$ cat src/rtl/fetch_pkg.sv
// Shared types and constants for the fetch sequencer: opcodes, FSM states,
// instruction-queue entry layout and the JMP rel32 target helper.
package fetch_pkg;

    localparam logic [7:0] OP_JMP = 8'hE9;
    localparam logic [7:0] OP_HLT = 8'hF4;

    typedef enum logic [1:0] {
        RUN    = 2'd0,
        DRAIN  = 2'd1,
        HALTED = 2'd2
    } state_e;

    typedef struct packed {
        logic [39:0] instr;
        logic [31:0] pc;
        logic [2:0]  len;
    } q_entry_t;

    localparam int unsigned Q_ENTRY_W = $bits(q_entry_t);

    // rel32 is relative to the end of the 5-byte JMP; the sum wraps mod 2^32
    function automatic logic [31:0] jmp_target(input logic [31:0] pc, input logic [39:0] instr);
        return pc + 32'd5 + instr[39:8];
    endfunction

endpackage

$ cat src/rtl/fetch_ctrl_if.sv
// Fetch-stage, redirect and decode-side signals of the fetch sequencer.
interface fetch_ctrl_if #(
    parameter int CNT_W = 16
);
    logic [31:0]      fs_pc;
    logic [39:0]      fs_instr;
    logic [2:0]       fs_length;
    logic             redir_valid;
    logic [31:0]      redir_target;
    logic             dec_valid;
    logic             dec_ready;
    logic [39:0]      dec_instr;
    logic [31:0]      dec_pc;
    logic [2:0]       dec_length;
    logic             halted;
    logic [CNT_W-1:0] stall_cnt;

    modport master (
        output fs_pc, dec_valid, dec_instr, dec_pc, dec_length, halted, stall_cnt,
        input  fs_instr, fs_length, redir_valid, redir_target, dec_ready
    );

    modport slave (
        input  fs_pc, dec_valid, dec_instr, dec_pc, dec_length, halted, stall_cnt,
        output fs_instr, fs_length, redir_valid, redir_target, dec_ready
    );
endinterface

$ cat src/rtl/fetch_queue.sv
// Two-entry shifting FIFO: slot 0 is always the head, so head outputs come
// straight from a register. Flush wins over push/pop.
module fetch_queue
    import fetch_pkg::*;
#(
    parameter int unsigned WIDTH = Q_ENTRY_W
) (
    input  logic             clk,
    input  logic             rst,
    input  logic             push,
    input  logic             pop,
    input  logic             flush,
    input  logic [WIDTH-1:0] din,
    output logic [1:0]       count,
    output logic             head_valid,
    output logic [WIDTH-1:0] head
);

    logic [WIDTH-1:0] e0_q, e0_d, e1_q, e1_d;
    logic [1:0]       cnt_q, cnt_d;
    logic             valid_q, valid_d;
    logic             pop_s, push_s;

    // Next-state of both slots and the occupancy count
    always_comb begin
        pop_s   = pop & (cnt_q != 2'd0);
        push_s  = push & ((cnt_q != 2'd2) | pop_s);
        e0_d    = e0_q;
        e1_d    = e1_q;
        cnt_d   = cnt_q;
        if (flush) begin
            e0_d  = {WIDTH{1'b0}};
            e1_d  = {WIDTH{1'b0}};
            cnt_d = 2'd0;
        end else begin
            case ({push_s, pop_s})
                2'b10: begin
                    if (cnt_q == 2'd0) begin
                        e0_d = din;
                    end else begin
                        e1_d = din;
                    end
                    cnt_d = cnt_q + 2'd1;
                end
                2'b01: begin
                    e0_d  = e1_q;
                    e1_d  = {WIDTH{1'b0}};
                    cnt_d = cnt_q - 2'd1;
                end
                2'b11: begin
                    if (cnt_q == 2'd1) begin
                        e0_d = din;
                    end else begin
                        e0_d = e1_q;
                        e1_d = din;
                    end
                end
                default: begin
                    cnt_d = cnt_q;
                end
            endcase
        end
        valid_d = (cnt_d != 2'd0);
    end

    // Queue storage registers
    always_ff @(posedge clk or negedge rst) begin
        if (!rst) begin
            e0_q    <= {WIDTH{1'b0}};
            e1_q    <= {WIDTH{1'b0}};
            cnt_q   <= 2'd0;
            valid_q <= 1'b0;
        end else begin
            e0_q    <= e0_d;
            e1_q    <= e1_d;
            cnt_q   <= cnt_d;
            valid_q <= valid_d;
        end
    end

    assign count      = cnt_q;
    assign head_valid = valid_q;
    assign head       = e0_q;

endmodule

$ cat src/rtl/fetch_ctrl.sv
// Fetch sequencer: owns the fetch PC, resolves JMP rel32 locally, takes
// execute redirects, sequences HLT into a terminal state and feeds decode.
module fetch_ctrl
    import fetch_pkg::*;
#(
    parameter logic [31:0] RESET_PC = 32'h0000_0000,
    parameter int          CNT_W    = 16
) (
    input  logic         clk,
    input  logic         rst,
    fetch_ctrl_if.master bus
);

    localparam logic [CNT_W-1:0] CNT_ONE = {{(CNT_W-1){1'b0}}, 1'b1};
    localparam logic [CNT_W-1:0] CNT_MAX = {CNT_W{1'b1}};

    state_e           state_q, state_d;
    logic [31:0]      pc_q, pc_d;
    logic [CNT_W-1:0] stall_q, stall_d;
    logic             halted_q, halted_d;

    logic [1:0]       q_count_s;
    logic             q_valid_s;
    logic [Q_ENTRY_W-1:0] q_head_s;
    q_entry_t         q_din_s, head_s;
    logic             deq_s, can_enq_s, redirect_s, push_s, pop_s;
    logic [7:0]       opcode_s;

    // Enqueue/redirect arbitration and next PC, state and stall count
    always_comb begin
        opcode_s   = bus.fs_instr[7:0];
        deq_s      = q_valid_s & bus.dec_ready;
        can_enq_s  = (state_q == RUN) & ((q_count_s != 2'd2) | deq_s);
        redirect_s = bus.redir_valid & (state_q != HALTED);
        push_s     = can_enq_s & ~redirect_s;
        pop_s      = deq_s & ~redirect_s;
        q_din_s    = '{instr: bus.fs_instr, pc: pc_q, len: bus.fs_length};
        pc_d       = pc_q;
        state_d    = state_q;
        stall_d    = stall_q;

        if (redirect_s) begin
            pc_d    = bus.redir_target;
            state_d = RUN;
        end else if (push_s) begin
            case (opcode_s)
                OP_JMP:  pc_d = jmp_target(pc_q, bus.fs_instr);
                OP_HLT: begin
                    pc_d    = pc_q;
                    state_d = DRAIN;
                end
                default: pc_d = pc_q + {29'd0, bus.fs_length};
            endcase
        end else if ((state_q == DRAIN) && pop_s && (q_count_s == 2'd1)) begin
            // In DRAIN nothing follows the HLT, so emptying the queue retires it
            state_d = HALTED;
        end else begin
            state_d = state_q;
        end

        if ((state_q == RUN) && !redirect_s && !can_enq_s && (stall_q != CNT_MAX)) begin
            stall_d = stall_q + CNT_ONE;
        end else begin
            stall_d = stall_q;
        end
        halted_d = (state_d == HALTED);
    end

    // Controller state, PC and counters
    always_ff @(posedge clk or negedge rst) begin
        if (!rst) begin
            state_q  <= RUN;
            pc_q     <= RESET_PC;
            stall_q  <= {CNT_W{1'b0}};
            halted_q <= 1'b0;
        end else begin
            state_q  <= state_d;
            pc_q     <= pc_d;
            stall_q  <= stall_d;
            halted_q <= halted_d;
        end
    end

    fetch_queue #(.WIDTH(Q_ENTRY_W)) u_queue (
        .clk        (clk),
        .rst        (rst),
        .push       (push_s),
        .pop        (pop_s),
        .flush      (redirect_s),
        .din        (q_din_s),
        .count      (q_count_s),
        .head_valid (q_valid_s),
        .head       (q_head_s)
    );

    assign head_s         = q_entry_t'(q_head_s);
    assign bus.fs_pc      = pc_q;
    assign bus.dec_valid  = q_valid_s;
    assign bus.dec_instr  = head_s.instr;
    assign bus.dec_pc     = head_s.pc;
    assign bus.dec_length = head_s.len;
    assign bus.halted     = halted_q;
    assign bus.stall_cnt  = stall_q;

endmodule

$ cat src/flat_wrapper.sv
// flat-port wrapper written by rule: the top's interface ports become plain ports
module fetch_ctrl_flat import fetch_pkg::*;
#(
    parameter logic [31:0] RESET_PC = 32'h0000_0000,
    parameter int          CNT_W    = 16
)
  (clk, rst, bus_fs_pc, bus_dec_valid, bus_dec_instr, bus_dec_pc, bus_dec_length, bus_halted, bus_stall_cnt, bus_fs_instr, bus_fs_length, bus_redir_valid, bus_redir_target, bus_dec_ready);
  fetch_ctrl_if #(.CNT_W(CNT_W)) bus_i ();
  input  logic clk;
  input  logic rst;
  output wire logic [$bits(bus_i.fs_pc)-1:0] bus_fs_pc;
  output wire logic [$bits(bus_i.dec_valid)-1:0] bus_dec_valid;
  output wire logic [$bits(bus_i.dec_instr)-1:0] bus_dec_instr;
  output wire logic [$bits(bus_i.dec_pc)-1:0] bus_dec_pc;
  output wire logic [$bits(bus_i.dec_length)-1:0] bus_dec_length;
  output wire logic [$bits(bus_i.halted)-1:0] bus_halted;
  output wire logic [$bits(bus_i.stall_cnt)-1:0] bus_stall_cnt;
  input wire logic [$bits(bus_i.fs_instr)-1:0] bus_fs_instr;
  input wire logic [$bits(bus_i.fs_length)-1:0] bus_fs_length;
  input wire logic [$bits(bus_i.redir_valid)-1:0] bus_redir_valid;
  input wire logic [$bits(bus_i.redir_target)-1:0] bus_redir_target;
  input wire logic [$bits(bus_i.dec_ready)-1:0] bus_dec_ready;
  assign bus_fs_pc = bus_i.fs_pc;
  assign bus_dec_valid = bus_i.dec_valid;
  assign bus_dec_instr = bus_i.dec_instr;
  assign bus_dec_pc = bus_i.dec_pc;
  assign bus_dec_length = bus_i.dec_length;
  assign bus_halted = bus_i.halted;
  assign bus_stall_cnt = bus_i.stall_cnt;
  assign bus_i.fs_instr = bus_fs_instr;
  assign bus_i.fs_length = bus_fs_length;
  assign bus_i.redir_valid = bus_redir_valid;
  assign bus_i.redir_target = bus_redir_target;
  assign bus_i.dec_ready = bus_dec_ready;
  fetch_ctrl #(.RESET_PC(RESET_PC), .CNT_W(CNT_W)) u_core (.clk(clk), .rst(rst), .bus(bus_i));
endmodule
$ cat config.mk
export PLATFORM = sky130hd
export DESIGN_NAME = fetch_ctrl_flat
export DESIGN_NICKNAME = d
export VERILOG_FILES = /design/src/rtl/fetch_pkg.sv /design/src/rtl/fetch_ctrl_if.sv /design/src/rtl/fetch_queue.sv /design/src/rtl/fetch_ctrl.sv /design/src/flat_wrapper.sv
export SDC_FILE = /design/constraint.sdc
export NUM_CORES = 1
export LEC_CHECK = 0
export CORE_MARGIN = 8
export CORE_UTILIZATION = 37
export DETAILED_ROUTE_END_ITERATION = 16
export PLACE_DENSITY = 0.58
export RECOVER_POWER = 25
export SLEW_MARGIN = 40
export SYNTH_ARGS = -nofsm -noshare
export SYNTH_HDL_FRONTEND = slang
export SYNTH_SLANG_ARGS = --single-unit
$ cat constraint.sdc
create_clock -name clk -period 3.69 [get_ports clk]
set_input_delay 0.738 -clock clk [delete_from_list [all_inputs] [get_ports clk]]
set_output_delay 0.738 -clock clk [all_outputs]
set_load 0.02 [all_outputs]
==> impl_results.html, run 1 <==
<table>
<tr><th>Metric</th><th>Value</th></tr>
<tr><th colspan="2">Routing</th></tr>
<tr><td>Drt wl/cell</td><td>between 20 and 25 um</td></tr>
<tr><td>Number of routed nets with antenna violations</td><td>0</td></tr>
<tr><td>DR vias/cell</td><td>5.427</td></tr>
<tr><td>DR vias</td><td>11.01k</td></tr>
<tr><td>Detailed-router iteration count before antenna repair</td><td>5</td></tr>
<tr><td>Remaining DRCs</td><td>0</td></tr>
<tr><td>Routed Wire Length</td><td>40610 um</td></tr>
<tr><td>DRC marker count from the first detailed-route iteration</td><td>656</td></tr>
<tr><th colspan="2">Placement</th></tr>
<tr><td>Setup Slack @ Placement</td><td>-386.6 ps</td></tr>
<tr><td>Cell count after placement</td><td>1983</td></tr>
<tr><td>Weighted congestion reported at the end of routability-driven placement</td><td>0.9022</td></tr>
<tr><td>Final HPWL from detailed placement</td><td>29530 um</td></tr>
<tr><td>Count of input and output buffers</td><td>203</td></tr>
<tr><th colspan="2">Synthesis</th></tr>
<tr><td>Biggest area consumer among synthesized cells</td><td>sky130_fd_sc_hd__dfrtp_1</td></tr>
<tr><td>Count of different cell masters after synthesis</td><td>68</td></tr>
<tr><td>Synthesized netlist cell count</td><td>around 1.4k</td></tr>
<tr><td>Fraction of synthesized cell area taken by the top area cell type</td><td>0.4300</td></tr>
<tr><td>Number of synthesized flops with an enable pin</td><td>0</td></tr>
<tr><td>Synth Net Count</td><td>1536</td></tr>
<tr><td>Flip-flop and latch count after synthesis</td><td>204</td></tr>
<tr><td>Count of synthesis-stage warnings from yosys</td><td>0</td></tr>
<tr><td>Largest cells by area after synthesis</td><td>sky130_fd_sc_hd__dfrtp_1, sky130_fd_sc_hd__nand2_1, sky130_fd_sc_hd__ha_1</td></tr>
<tr><td>Sequential element share of the synthesized area</td><td>0.4300</td></tr>
<tr><td>Top cell types by occurrence after synthesis</td><td>sky130_fd_sc_hd__nand2_1, sky130_fd_sc_hd__dfrtp_1, sky130_fd_sc_hd__o21ai_1</td></tr>
<tr><td>Netlist Area Pre-Place</td><td>~0.012 mm2</td></tr>
<tr><td>Mean Syn Cell Area</td><td>about 8.6 um2</td></tr>
<tr><td>Synth async-reset ratio</td><td>1.000</td></tr>
<tr><td>Most used standard cell by instance count after synthesis</td><td>sky130_fd_sc_hd__nand2_1</td></tr>
<tr><td>Most instantiated flip-flop cell in the synthesis netlist</td><td>sky130_fd_sc_hd__dfrtp_1</td></tr>
<tr><th colspan="2">Worst hold path</th></tr>
<tr><td>Classification of the worst-slack hold path</td><td>reg2reg</td></tr>
<tr><td>Worst Hold End</td><td>u_core.u_queue.e1_q[15]$_DFFE_PN0P_</td></tr>
<tr><td>Worst hold stages</td><td>2</td></tr>
<tr><td>Hold Startpoint</td><td>u_core.u_queue.e1_q[15]$_DFFE_PN0P_</td></tr>
<tr><th colspan="2">Clock tree</th></tr>
<tr><td>Clock tree from TritonCTS</td><td>built</td></tr>
<tr><td>Max clock buf depth</td><td>3</td></tr>
<tr><td>Worst-skew pair later-pin latency</td><td>530 ps</td></tr>
<tr><td>Clk sinks</td><td>between 200 and 250</td></tr>
<tr><td>Cell at the root of the clock tree</td><td>sky130_fd_sc_hd__clkbuf_16</td></tr>
<tr><td>Reg clk slew, reported paths</td><td>60 ps</td></tr>
<tr><td>CTS Buf Count</td><td>25</td></tr>
<tr><td>H-tree lvl count</td><td>1</td></tr>
<tr><th colspan="2">Finish</th></tr>
<tr><td>Post-Layout Cell Count</td><td>between 2k and 2.5k</td></tr>
<tr><td>Share of final-layout standard cells stronger than drive strength 1</td><td>0.09902</td></tr>
<tr><td>Number of inserted diodes</td><td>0</td></tr>
<tr><td>P&amp;R area growth vs syn</td><td>32.88%</td></tr>
<tr><td>Number of nets in the final layout</td><td>1760</td></tr>
<tr><th colspan="2">Worst setup path</th></tr>
<tr><td>Worst r2r dst</td><td>u_core.bus.fs_pc[19]$_DFFE_PN0P_</td></tr>
<tr><td>FF-to-FF setup slack</td><td>approximately 480 ps</td></tr>
<tr><td>Highest cell delay on the worst timing path</td><td>between 500 and 600 ps</td></tr>
<tr><td>Worst reg2reg startpoint</td><td>u_core.bus.fs_pc[1]$_DFFE_PN0P_</td></tr>
<tr><td>Critical path startpoint category</td><td>primary input</td></tr>
<tr><td>CP Class</td><td>in2reg</td></tr>
<tr><td>CP Max Fanout</td><td>3</td></tr>
<tr><td>Data required time of the critical path</td><td>4150 ps</td></tr>
<tr><td>Number of cell instances on the worst register-to-register path</td><td>13</td></tr>
<tr><td>Worst-path cell with the longest stage delay</td><td>sky130_fd_sc_hd__clkdlybuf4s50_1</td></tr>
<tr><td>WP data arrival</td><td>3890 ps</td></tr>
<tr><td>Crit path cell chain</td><td>clkdlybuf4s50_1 -&gt; inv_1 -&gt; ha_1 -&gt; fa_1 -&gt; nand2b_1 -&gt; a21oi_1 -&gt; o21ai_1 -&gt; o21a_1 -&gt; buf_4 -&gt; nand2_1 -&gt; xnor2_1 -&gt; a2111oi_0 -&gt; a21o_1</td></tr>
<tr><td>Critical path capture point type</td><td>flop</td></tr>
<tr><th colspan="2">Floorplan</th></tr>
<tr><td>Total die area</td><td>0.03808 mm2</td></tr>
<tr><td>I/O pins</td><td>between 200 and 250</td></tr>
<tr><td>Starting Density</td><td>0.3762</td></tr>
<tr><td>Core Area</td><td>0.03156 mm2</td></tr>
<tr><td>Number of rows in the core area</td><td>65</td></tr>
<tr><td>Overall die width</td><td>195.1 um</td></tr>
<tr><td>Die Y</td><td>195.1 um</td></tr>
<tr><th colspan="2">Global route</th></tr>
<tr><td>Initial antenna violation count</td><td>1</td></tr>
<tr><td>Global router's overall resource usage</td><td>0.2094</td></tr>
<tr><td>Vias in the first global route</td><td>11.08k</td></tr>
<tr><td>First-pass GRT wire length</td><td>64380 um</td></tr>
<tr><td>Gr ovfl total</td><td>0</td></tr>
<tr><td>Largest net degree at the start of global routing</td><td>95</td></tr>
<tr><th colspan="2">Timing</th></tr>
<tr><td>Hold Violations, Final</td><td>0</td></tr>
<tr><td>Relative slew slack</td><td>-0.4520</td></tr>
<tr><td>Final max-slew violation count</td><td>78</td></tr>
<tr><td>Pin slew with the least headroom to its limit</td><td>2178 ps</td></tr>
<tr><td>Smallest setup slack after layout</td><td>258.2 ps</td></tr>
<tr><td>Period utilization</td><td>0.9300</td></tr>
<tr><td>Max frequency</td><td>291.4 MHz</td></tr>
<tr><td>Clock period minus worst slack</td><td>approximately 3400 ps</td></tr>
<tr><td>Fin Clk Skew</td><td>about 16 ps</td></tr>
<tr><td>RSZ-0062 raised after global routing</td><td>no</td></tr>
<tr><td>Setup violations, final</td><td>0</td></tr>
<tr><th colspan="2">Outcome</th></tr>
<tr><td>Failing checks</td><td>capacitance limit, slew limit</td></tr>
<tr><td>Result of the run</td><td>finished with violations</td></tr>
<tr><th colspan="2">Power and ir drop</th></tr>
<tr><td>Worst voltage drop across the vdd grid</td><td>between 0.3 and 0.4 mV</td></tr>
<tr><td>Total power consumption of the routed design</td><td>7.296 mW</td></tr>
<tr><td>Static Leak</td><td>7.049 nW</td></tr>
<tr><td>Power per cell area</td><td>about 460 mW/mm2</td></tr>
<tr><th colspan="2">Job</th></tr>
<tr><td>Max-Cap Viols</td><td>1</td></tr>
</table>
[logic make-up after synthesis]
family | after synthesis | synth area share
buf+inv | 124 | 0.04152
simple gates | 478 | 0.1828
flops | 204 | 0.4300
fa+ha+maj | 73 | 0.07820
compound gates | 453 | 0.2281
xor+xnor | 44 | 0.03246
mux | 8 | 0.006955
[registers in the layout, indices dropped and copies added (netlist names)]
signal and cells:
u_core.bus.fs_pc 32, u_core.bus.halted 1, u_core.bus.stall_cnt 16, u_core.state_q 2, u_core.u_queue.count 2, u_core.u_queue.e1_q 75, u_core.u_queue.head 75, u_core.u_queue.head_valid 1
[cell type report]
type                    instances  area [um2]
clock buffers                  34       709.4
clock inverters                11       161.4
fillers                      3047       15780
inverters                      23       86.33
multi-input cells            1056        6349
flip-flops and latches        204        5105
well taps                     402       503.0
repair buffers                298        2863
[metrics by stage]
stage	util	setup TNS [ps]	instance area, um2	hold WS (ps)
after CTS	0.5004	0	15790	270.1
after detailed placement	0.4728	-1640	14920	470.8
after global routing	0.5000	0	15780	497.8
after global placement	0.4725	-1258	14910	462.0
final	0.5000	0	15780	479.7
after floorplan	-	0	11870	442.4
[worst max path at each step]
stage / startpoint / end / slack (ps) / cells past startpoint
final: bus_fs_instr[10] / u_core.bus.fs_pc[19]$_DFFE_PN0P_ / 260 / 13
after global routing: bus_fs_instr[8] / u_core.bus.fs_pc[31]$_DFFE_PN0P_ / 40 / 15
after CTS: bus_fs_instr[8] / u_core.bus.fs_pc[29]$_DFFE_PN0P_ / 150 / 15
after detailed placement: bus_fs_instr[8] / u_core.bus.fs_pc[29]$_DFFE_PN0P_ / -390 / 15
after global placement: bus_fs_instr[8] / u_core.bus.fs_pc[29]$_DFFE_PN0P_ / -300 / 15
after floorplan: bus_fs_instr[9] / u_core.bus.fs_pc[31]$_DFFE_PN0P_ / 560 / 12
[critical path, delay by kind of cell]
| kind | cells | cell delay, ps |
|---|---|---|
| AO/OA/AOI/OAI | 5 | 1170 |
| XOR/XNOR | 1 | 70 |
| AND/OR/NAND/NOR | 2 | 290 |
| buffers and inverters | 3 | 830 |
| adder cells (fa/ha/maj) | 2 | 800 |
[report_power, final]
group | total (mW) | internal [mW] | switching [mW]
clock | 2.62 | 1.62 | 1.00
sequential | 2.59 | 2.44 | 0.150
combinational | 2.08 | 0.906 | 1.17
[what timing repair did]
item	4_1_cts	5_1_grt
hold buffers	0	0
setup endpoints to repair	0	2
gates resized for setup	0	3
buffers inserted	0	0
[cells in the final DEF, fill, tap and decap left out, types with 5 or more instances in the layout]
cell,netlist,routed
sky130_fd_sc_hd__mux2i_1,6,6
sky130_fd_sc_hd__nand2_1,292,290
sky130_fd_sc_hd__and2_1,7,7
sky130_fd_sc_hd__nor4_1,6,6
sky130_fd_sc_hd__a211oi_1,6,6
sky130_fd_sc_hd__a31oi_1,13,12
sky130_fd_sc_hd__nand3_1,25,25
sky130_fd_sc_hd__clkdlybuf4s50_1,0,202
sky130_fd_sc_hd__clkbuf_8,0,5
sky130_fd_sc_hd__ha_1,71,71
sky130_fd_sc_hd__and3_1,12,12
sky130_fd_sc_hd__o22ai_1,6,6
sky130_fd_sc_hd__a22oi_1,79,79
sky130_fd_sc_hd__o21ai_0,59,59
sky130_fd_sc_hd__a21oi_1,77,77
sky130_fd_sc_hd__o211ai_1,11,11
sky130_fd_sc_hd__xnor2_1,26,26
sky130_fd_sc_hd__o31ai_1,5,5
sky130_fd_sc_hd__xor2_1,18,18
sky130_fd_sc_hd__clkbuf_16,0,25
sky130_fd_sc_hd__nor2_1,58,55
sky130_fd_sc_hd__nand4_1,21,21
sky130_fd_sc_hd__nor2b_1,5,5
sky130_fd_sc_hd__buf_12,0,10
sky130_fd_sc_hd__dfrtp_1,204,204
sky130_fd_sc_hd__nand2b_1,11,11
sky130_fd_sc_hd__inv_1,21,21
sky130_fd_sc_hd__o21ai_1,145,144
sky130_fd_sc_hd__buf_4,2,84
sky130_fd_sc_hd__a21o_1,22,22
sky130_fd_sc_hd__nor3_1,14,13
sky130_fd_sc_hd__clkinv_2,0,5
[layer usage]
layer	global-route usage	wire length, um
met1	0.2824	18750
met5	0	12
met4	0.05727	1052
met3	0.03783	2112
met2	0.3412	18680
(Power assumes the default switching activity.)
==> run 2, diff against run 1 <==
Settings changed: CORE_UTILIZATION 37 to 50, HOLD_SLACK_MARGIN from default to 0.02, PLACE_DENSITY 0.58 to 0.75.
==> run 2 against run 1 <==
  * The flow still finishes with violations (capacitance limit, slew limit)
  * Via count grew 2.1%
  * Power shrank 5.3%
  * Worst setup slack lost 89 ps
  * Hold slack lost 80 ps
  * Register-to-register slack lost 90 ps
  * Utilization grew 16 points
  * Critical path depth grew 2
  * Flip-flop and latch count is the same
  * Die area shrank 24%
  * Sequential share of layout area grew 0.53 points
  * Fmax shrank 2.5%
  * Combinational power shrank 3%
  * Largest cell class unchanged
  * Largest power group is now registers
==> impl_results.html, run 2 (synthesis results as in run 1) <==
<table>
<tr><th>Metric</th><th>Value</th></tr>
<tr><th colspan="2">Worst hold path</th></tr>
<tr><td>Classification of the worst-slack hold path</td><td>in2async</td></tr>
<tr><th colspan="2">Floorplan</th></tr>
<tr><td>Number of rows in the core area</td><td>56 (-14%)</td></tr>
<tr><td>Overall die width</td><td>170.1 um (-13%)</td></tr>
<tr><td>Total die area</td><td>0.02893 mm2 (-24%)</td></tr>
<tr><td>I/O pins</td><td>204 (unchanged)</td></tr>
<tr><td>Starting Density</td><td>0.5073 (+0.1311)</td></tr>
<tr><td>Core Area</td><td>0.02340 mm2 (-26%)</td></tr>
<tr><td>Die Y</td><td>170.1 um (-13%)</td></tr>
<tr><th colspan="2">Routing</th></tr>
<tr><td>Remaining DRCs</td><td>0 (unchanged)</td></tr>
<tr><td>Detailed-router iteration count before antenna repair</td><td>5 (unchanged)</td></tr>
<tr><td>Number of routed nets with antenna violations</td><td>0 (unchanged)</td></tr>
<tr><td>DR vias</td><td>11.24k (+2.1%)</td></tr>
<tr><td>Drt wl/cell</td><td>19.16 um (-4.3%)</td></tr>
<tr><td>Routed Wire Length</td><td>37220 um (-8.4%)</td></tr>
<tr><td>DRC marker count from the first detailed-route iteration</td><td>1003 (+53%)</td></tr>
<tr><td>DR vias/cell</td><td>5.786 (+6.6%)</td></tr>
<tr><th colspan="2">Clock tree</th></tr>
<tr><td>CTS Buf Count</td><td>23 (-8.0%)</td></tr>
<tr><td>Clock tree from TritonCTS</td><td>built</td></tr>
<tr><td>Worst-skew pair later-pin latency</td><td>520 ps (about the same)</td></tr>
<tr><td>Clk sinks</td><td>204 (unchanged)</td></tr>
<tr><td>Number of hold buffers added after cts</td><td>0 (unchanged)</td></tr>
<tr><td>Reg clk slew, reported paths</td><td>60 ps (about the same)</td></tr>
<tr><td>Cell at the root of the clock tree</td><td>sky130_fd_sc_hd__clkbuf_16</td></tr>
<tr><td>Number of post-CTS setup repair buffers</td><td>0 (unchanged)</td></tr>
<tr><td>Max clock buf depth</td><td>3 (unchanged)</td></tr>
<tr><td>H-tree lvl count</td><td>1 (unchanged)</td></tr>
<tr><th colspan="2">Timing</th></tr>
<tr><td>Clock period minus worst slack</td><td>3521 ps (+88.74 ps)</td></tr>
<tr><td>RSZ-0062 raised after global routing</td><td>no</td></tr>
<tr><td>Setup violations, final</td><td>0 (unchanged)</td></tr>
<tr><td>Final max-slew violation count</td><td>75 (-3.8%)</td></tr>
<tr><td>Hold Violations, Final</td><td>0 (unchanged)</td></tr>
<tr><td>Fin Clk Skew</td><td>19.08 ps (+2.620 ps)</td></tr>
<tr><td>Relative slew slack</td><td>-0.2887 (+0.1632)</td></tr>
<tr><td>Period utilization</td><td>0.9541 (+0.02405)</td></tr>
<tr><td>Max frequency</td><td>284.0 MHz (-2.5%)</td></tr>
<tr><td>Pin slew with the least headroom to its limit</td><td>1933 ps (-244.9 ps)</td></tr>
<tr><th colspan="2">Placement</th></tr>
<tr><td>Weighted congestion reported at the end of routability-driven placement</td><td>0.9445 (+4.7%)</td></tr>
<tr><td>Post-Place Cell Area</td><td>0.01479 mm2 (-0.83%)</td></tr>
<tr><td>Cell count after placement</td><td>1900 (-4.2%)</td></tr>
<tr><td>Count of input and output buffers</td><td>203 (unchanged)</td></tr>
<tr><td>Final HPWL from detailed placement</td><td>27380 um (-7.3%)</td></tr>
<tr><th colspan="2">Worst setup path</th></tr>
<tr><td>CP Class</td><td>in2reg</td></tr>
<tr><td>CP Max Fanout</td><td>3 (unchanged)</td></tr>
<tr><td>End of the critical path</td><td>u_core.bus.fs_pc[29]$_DFFE_PN0P_</td></tr>
<tr><td>Critical path startpoint category</td><td>primary input</td></tr>
<tr><td>Worst reg2reg startpoint</td><td>u_core.bus.fs_pc[1]$_DFFE_PN0P_</td></tr>
<tr><td>Worst r2r dst</td><td>u_core.bus.fs_pc[29]$_DFFE_PN0P_</td></tr>
<tr><td>Crit path launch</td><td>bus_fs_instr[8]</td></tr>
<tr><td>FF-to-FF setup slack</td><td>390 ps (-90 ps)</td></tr>
<tr><td>Critical path capture point type</td><td>flop</td></tr>
<tr><td>WP data arrival</td><td>3890 ps (about the same)</td></tr>
<tr><td>Number of cell instances on the worst register-to-register path</td><td>12 (-1)</td></tr>
<tr><td>Data required time of the critical path</td><td>4060 ps (-90 ps)</td></tr>
<tr><th colspan="2">Outcome</th></tr>
<tr><td>Result of the run</td><td>finished with violations</td></tr>
<tr><td>Failing checks</td><td>capacitance limit, slew limit</td></tr>
<tr><th colspan="2">Global route</th></tr>
<tr><td>First-pass GRT wire length</td><td>58950 um (-8.4%)</td></tr>
<tr><td>Initial antenna violation count</td><td>0 (-1)</td></tr>
<tr><td>Gr ovfl total</td><td>0 (unchanged)</td></tr>
<tr><td>Vias in the first global route</td><td>11.00k (-0.72%)</td></tr>
<tr><td>Global router's overall resource usage</td><td>0.2514 (+0.04204)</td></tr>
<tr><td>Largest net degree at the start of global routing</td><td>96 (+1.1%)</td></tr>
<tr><th colspan="2">Finish</th></tr>
<tr><td>Number of inserted diodes</td><td>0 (unchanged)</td></tr>
<tr><td>Number of nets in the final layout</td><td>1759 (-0.057%)</td></tr>
<tr><td>Area occupied by multi-input gates</td><td>0.006331 mm2 (-0.28%)</td></tr>
<tr><td>Share of final-layout standard cells stronger than drive strength 1</td><td>0.09489 (-0.004130)</td></tr>
<tr><td>Final core utilization</td><td>0.6632 (+0.1632)</td></tr>
<tr><td>Most common library cell in the layout ignoring fill and taps</td><td>sky130_fd_sc_hd__nand2_1</td></tr>
<tr><td>Area of all placed cells without fillers</td><td>0.01552 mm2 (-1.6%)</td></tr>
<tr><td>P&amp;R area growth vs syn</td><td>30.72%</td></tr>
<tr><td>FF/Latch Area</td><td>0.005105 mm2 (unchanged)</td></tr>
<tr><td>Post-Layout Cell Count</td><td>1942 (-4.2%)</td></tr>
<tr><td>Top library cells by usage in the layout, fill and taps aside</td><td>sky130_fd_sc_hd__nand2_1, sky130_fd_sc_hd__dfrtp_1, sky130_fd_sc_hd__clkdlybuf4s50_1</td></tr>
<tr><td>Fill cell count</td><td>2009 (-34%)</td></tr>
<tr><th colspan="2">Power and ir drop</th></tr>
<tr><td>Static Leak</td><td>6.989 nW (-0.85%)</td></tr>
<tr><td>Worst voltage drop across the vdd grid</td><td>0.3110 mV (+1.2%)</td></tr>
<tr><td>Power per cell area</td><td>445.2 mW/mm2 (-3.7%)</td></tr>
<tr><th colspan="2">Job</th></tr>
<tr><td>Max-Cap Viols</td><td>1 (unchanged)</td></tr>
</table>
-- run 2: worst max-delay path: stages --
cell	delay, ps
sky130_fd_sc_hd__clkdlybuf4s50_1	480
sky130_fd_sc_hd__inv_1	80
sky130_fd_sc_hd__ha_1	200
sky130_fd_sc_hd__inv_1	60
sky130_fd_sc_hd__ha_1	180
sky130_fd_sc_hd__inv_1	60
sky130_fd_sc_hd__fa_1	380
sky130_fd_sc_hd__nand2b_1	170
sky130_fd_sc_hd__a21oi_1	230
sky130_fd_sc_hd__o21ai_1	180
sky130_fd_sc_hd__o21a_1	230
sky130_fd_sc_hd__a2111oi_1	500
sky130_fd_sc_hd__nor3_1	110
sky130_fd_sc_hd__xor2_1	150
sky130_fd_sc_hd__o221ai_1	130
-- run 2: repair_timing --
action	4_1_cts	5_1_grt
gates resized for setup	0	2
setup endpoints to repair	0	2
hold endpoints to repair	0	0
-- run 2: worst min path at each step --
| stage | to | from | depth (start not counted) |
|---|---|---|---|
| floorplan | u_core.bus.fs_pc[0]$_DFFE_PN0P_ | rst | 0 |
| global placement | u_core.u_queue.e1_q[26]$_DFFE_PN0P_ | u_core.u_queue.e1_q[26]$_DFFE_PN0P_ | 2 |
| detailed placement | u_core.u_queue.e1_q[26]$_DFFE_PN0P_ | u_core.u_queue.e1_q[26]$_DFFE_PN0P_ | 2 |
| CTS | u_core.u_queue.head[40]$_DFFE_PN0P_ | rst | 1 |
| global route | u_core.u_queue.e1_q[37]$_DFFE_PN0P_ | rst | 1 |
| finish | u_core.u_queue.e1_q[40]$_DFFE_PN0P_ | rst | 1 |
-- run 2: final cells by class --
type | instances | share of cell area
inverters | 23 | 0.005563
multi-input cells | 1056 | 0.4079
clock inverters | 7 | 0.004353
clock buffers | 34 | 0.04361
flip-flops and latches | 204 | 0.3289
repair buffers | 299 | 0.1839
well taps | 319 | 0.02572
-- run 2: layer usage --
layer,GRT usage,up-vias,share of wire
met2,0.4138,380,0.47
met5,0,-,0
met3,0.04171,70,0.070
met4,0.08276,0,0.028
li1,-,5381,-
met1,0.3330,5406,0.43
-- run 2: where the power goes --
group,total (mW),switching [mW],internal (mW)
Sequential,2.62,0.179,2.44
Combinational,2.01,1.12,0.893
Clock,2.28,0.936,1.34
Total,6.91,2.23,4.68
-- run 2: stage by stage --
step,setup WS (ps),power [mW],setup TNS [ps],hold slack [ps]
after global placement,-202.5,4.624,-437.2,461.0
after global routing,11.43,7.250,0,501.6
final,169.5,6.910,0,399.8
after detailed placement,-298.3,4.661,-1014,470.1
after CTS,202.7,6.946,0,324.4
after floorplan,557.6,3.781,0,442.4
==> run 3, diff against run 2 <==
--- a/config.mk
+++ b/config.mk
@@ -13,2 +13,3 @@
 export RECOVER_POWER = 25
+export SETUP_SLACK_MARGIN = 0.2
 export SLEW_MARGIN = 40
==> constraint.sdc (replaced) <==
create_clock -name clk -period 3.69 [get_ports clk]
set_input_delay 0.369 -clock clk [delete_from_list [all_inputs] [get_ports clk]]
set_output_delay 0.369 -clock clk [all_outputs]
set_load 0.02 [all_outputs]
==> run 3 against run 2 <==
  * The flow still finishes with violations (capacitance limit, slew limit)
  * Fmax increased by 8.2%
  * Power increased by 0.40%
  * Hold slack improved by 26 ps
  * Final area decreased by 2.4%
  * Worst setup slack improved by 270 ps
  * Sequential share of layout area increased by 0.80 points
  * Critical path depth decreased by 3
  * Register-to-register slack improved by 50 ps
  * Die area unchanged
  * Largest cell class unchanged
==> impl_results.html, run 3 (synthesis results as in run 1) <==
<table>
<tr><th>Metric</th><th>Value</th></tr>
<tr><th colspan="2">Worst setup path</th></tr>
<tr><td>Data required time of the critical path</td><td>4060 ps (about the same)</td></tr>
<tr><td>Critical path capture point type</td><td>flop</td></tr>
<tr><td>CP Max Fanout</td><td>7 (+4)</td></tr>
<tr><td>WP data arrival</td><td>3620 ps (-270 ps)</td></tr>
<tr><td>Critical path startpoint category</td><td>flop</td></tr>
<tr><td>CP Class</td><td>reg2reg</td></tr>
<tr><th colspan="2">Clock tree</th></tr>
<tr><td>Number of post-CTS setup repair buffers</td><td>0 (unchanged)</td></tr>
<tr><td>Cell at the root of the clock tree</td><td>sky130_fd_sc_hd__clkbuf_16</td></tr>
<tr><td>Reg clk slew, reported paths</td><td>60 ps (about the same)</td></tr>
<tr><td>CTS Buf Count</td><td>23 (unchanged)</td></tr>
<tr><td>Clock tree from TritonCTS</td><td>built</td></tr>
<tr><td>Clk sinks</td><td>204 (unchanged)</td></tr>
<tr><td>Max clock buf depth</td><td>3 (unchanged)</td></tr>
<tr><td>H-tree lvl count</td><td>1 (unchanged)</td></tr>
<tr><td>Worst-skew pair later-pin latency</td><td>510 ps (about the same)</td></tr>
<tr><th colspan="2">Global route</th></tr>
<tr><td>Global router's overall resource usage</td><td>0.2504 (-0.001056)</td></tr>
<tr><td>Gr ovfl total</td><td>0 (unchanged)</td></tr>
<tr><td>Vias in the first global route</td><td>10.69k (-2.8%)</td></tr>
<tr><td>Largest net degree at the start of global routing</td><td>81 (-16%)</td></tr>
<tr><td>Initial antenna violation count</td><td>0 (unchanged)</td></tr>
<tr><td>First-pass GRT wire length</td><td>58470 um (-0.81%)</td></tr>
<tr><th colspan="2">Routing</th></tr>
<tr><td>Detailed-router iteration count before antenna repair</td><td>5 (unchanged)</td></tr>
<tr><td>Number of routed nets with antenna violations</td><td>0 (unchanged)</td></tr>
<tr><td>DRC marker count from the first detailed-route iteration</td><td>1011 (+0.80%)</td></tr>
<tr><td>Remaining DRCs</td><td>0 (unchanged)</td></tr>
<tr><td>DR vias</td><td>11.06k (-1.6%)</td></tr>
<tr><td>Routed Wire Length</td><td>36810 um (-1.1%)</td></tr>
<tr><td>Drt wl/cell</td><td>19.51 um (+1.8%)</td></tr>
<tr><td>DR vias/cell</td><td>5.864 (+1.3%)</td></tr>
<tr><th colspan="2">Finish</th></tr>
<tr><td>Top library cells by usage in the layout, fill and taps aside</td><td>sky130_fd_sc_hd__nand2_1, sky130_fd_sc_hd__dfrtp_1, sky130_fd_sc_hd__clkdlybuf4s50_1</td></tr>
<tr><td>Fill cell count</td><td>2047 (+1.9%)</td></tr>
<tr><td>P&amp;R area growth vs syn</td><td>27.60%</td></tr>
<tr><td>Number of nets in the final layout</td><td>1704 (-3.1%)</td></tr>
<tr><td>Most common library cell in the layout ignoring fill and taps</td><td>sky130_fd_sc_hd__nand2_1</td></tr>
<tr><td>Area of all placed cells without fillers</td><td>0.01515 mm2 (-2.4%)</td></tr>
<tr><td>Share of final-layout standard cells stronger than drive strength 1</td><td>0.06382 (-0.03107)</td></tr>
<tr><td>Number of inserted diodes</td><td>0 (unchanged)</td></tr>
<tr><th colspan="2">Power and ir drop</th></tr>
<tr><td>Static Leak</td><td>6.737 nW (-3.6%)</td></tr>
<tr><td>Total power consumption of the routed design</td><td>6.937 mW (+0.40%)</td></tr>
<tr><td>Power per cell area</td><td>457.9 mW/mm2 (+2.8%)</td></tr>
<tr><td>Worst voltage drop across the vdd grid</td><td>0.3656 mV (+18%)</td></tr>
<tr><th colspan="2">Timing</th></tr>
<tr><td>Clock period minus worst slack</td><td>3255 ps (-265.6 ps)</td></tr>
<tr><td>Max frequency</td><td>307.2 MHz (+8.2%)</td></tr>
<tr><td>Setup violations, final</td><td>0 (unchanged)</td></tr>
<tr><td>Fin Clk Skew</td><td>10.69 ps (-8.390 ps)</td></tr>
<tr><td>Pin slew with the least headroom to its limit</td><td>2708 ps (+774.9 ps)</td></tr>
<tr><td>RSZ-0062 raised after global routing</td><td>no</td></tr>
<tr><td>Hold Violations, Final</td><td>0 (unchanged)</td></tr>
<tr><td>Period utilization</td><td>0.8821 (-0.07197)</td></tr>
<tr><td>Final max-slew violation count</td><td>48 (-36%)</td></tr>
<tr><td>Relative slew slack</td><td>-0.8054 (-0.5166)</td></tr>
<tr><th colspan="2">Placement</th></tr>
<tr><td>Weighted congestion reported at the end of routability-driven placement</td><td>0.9328 (-1.2%)</td></tr>
<tr><td>Final HPWL from detailed placement</td><td>27000 um (-1.4%)</td></tr>
<tr><td>Count of input and output buffers</td><td>203 (unchanged)</td></tr>
<tr><td>Post-Place Cell Area</td><td>0.01435 mm2 (-3.0%)</td></tr>
<tr><th colspan="2">Outcome</th></tr>
<tr><td>Result of the run</td><td>finished with violations</td></tr>
<tr><td>Failing checks</td><td>capacitance limit, slew limit</td></tr>
<tr><th colspan="2">Floorplan</th></tr>
<tr><td>Overall die width</td><td>170.1 um (unchanged)</td></tr>
<tr><td>Number of rows in the core area</td><td>56 (unchanged)</td></tr>
<tr><td>Total die area</td><td>0.02893 mm2 (unchanged)</td></tr>
<tr><td>I/O pins</td><td>204 (unchanged)</td></tr>
<tr><td>Starting Density</td><td>0.5073 (unchanged)</td></tr>
<tr><td>Die Y</td><td>170.1 um (unchanged)</td></tr>
<tr><td>Core Area</td><td>0.02340 mm2 (unchanged)</td></tr>
<tr><th colspan="2">Worst hold path</th></tr>
<tr><td>Classification of the worst-slack hold path</td><td>in2reg</td></tr>
<tr><th colspan="2">Job</th></tr>
<tr><td>Max-Cap Viols</td><td>1 (unchanged)</td></tr>
</table>
[run 3: cell types whose count changed in the layout (fill, tap and decap cells not counted), moves of 2 or more]
cell,before,now
sky130_fd_sc_hd__buf_4,85,33
sky130_fd_sc_hd__bufinv_16,1,3
sky130_fd_sc_hd__clkbuf_1,6,3
sky130_fd_sc_hd__clkbuf_2,2,0
sky130_fd_sc_hd__buf_12,9,7
[run 3: through the flow]
stage | setup slack (ps) | instances | util | hold WS, ps | TNS [ps]
final | 435.0 | 1886 | 0.6473 | 425.9 | 0
after global routing | 124.8 | 1886 | 0.6473 | 440.1 | 0
after CTS | 357.0 | 1886 | 0.6478 | 379.6 | 0
after detailed placement | -22.53 | 1845 | 0.6132 | 343.7 | -22.53
after global placement | 111.5 | 1845 | 0.6129 | 336.9 | 0
after floorplan | 731.1 | 1384 | - | 73.41 | 0
[run 3: metal layers]
layer	up-vias	GRT usage	share of wire
li1	5260	-	-
met1	5340	0.3384	0.44
met2	400	0.4105	0.47
met3	60	0.03939	0.067
met4	0	0.07170	0.025
met5	-	0	0
[run 3: path summary, 6_finish.rpt]
kind,slack [ps],to,startpoint,cells past startpoint
max in group asynchronous,670,u_core.u_queue.e1_q[3]$_DFFE_PN0P_,rst,3
max reg2reg,440,u_core.bus.fs_pc[29]$_DFFE_PN0P_,u_core.bus.fs_pc[1]$_DFFE_PN0P_,12
min reg2reg,480,u_core.u_queue.e1_q[24]$_DFFE_PN0P_,u_core.u_queue.e1_q[24]$_DFFE_PN0P_,2
max,440,u_core.bus.fs_pc[29]$_DFFE_PN0P_,u_core.bus.fs_pc[1]$_DFFE_PN0P_,12
min,430,u_core.bus.fs_pc[12]$_DFFE_PN0P_,bus_redir_target[12],3
min in group asynchronous,1280,u_core.u_queue.head[40]$_DFFE_PN0P_,rst,2
[run 3: where the power goes]
part	leakage [nW]	switching, mW	internal (mW)
clock network	0.398	0.923	1.49
logic	3.69	1.09	0.805
registers	2.65	0.185	2.44
[run 3: timing repair]
| action | 4_1_cts | 5_1_grt |
|---|---|---|
| endpoints found under the hold margin | 45 | 0 |
| setup endpoints to repair | 0 | 1 |
| resized for setup | 0 | 1 |
| hold buffers | 1 | 0 |
[run 3: worst max-delay path, cell delays in order, from the launching register on]
cell,delay [ps]
sky130_fd_sc_hd__dfrtp_1,490
sky130_fd_sc_hd__ha_1,330
sky130_fd_sc_hd__ha_1,160
sky130_fd_sc_hd__inv_1,60
sky130_fd_sc_hd__fa_1,400
sky130_fd_sc_hd__nand2b_1,180
sky130_fd_sc_hd__a21oi_1,230
sky130_fd_sc_hd__o21ai_1,180
sky130_fd_sc_hd__o21a_1,240
sky130_fd_sc_hd__a2111oi_0,450
sky130_fd_sc_hd__nor3_1,120
sky130_fd_sc_hd__xor2_1,150
sky130_fd_sc_hd__o221ai_1,130
[run 3: final cells by class]
type                            instances  area [um2]  area share
Clock buffer                           32       679.4     0.04485
Clock inverter                          8       118.9    0.007846
Inverter                               23       86.33    0.005699
Multi-Input combinational cell       1056        6337      0.4183
Sequential cell                       204        5105      0.3370
Tap cell                              319       399.1     0.02635
Timing Repair Buffer                  244        2424      0.1600
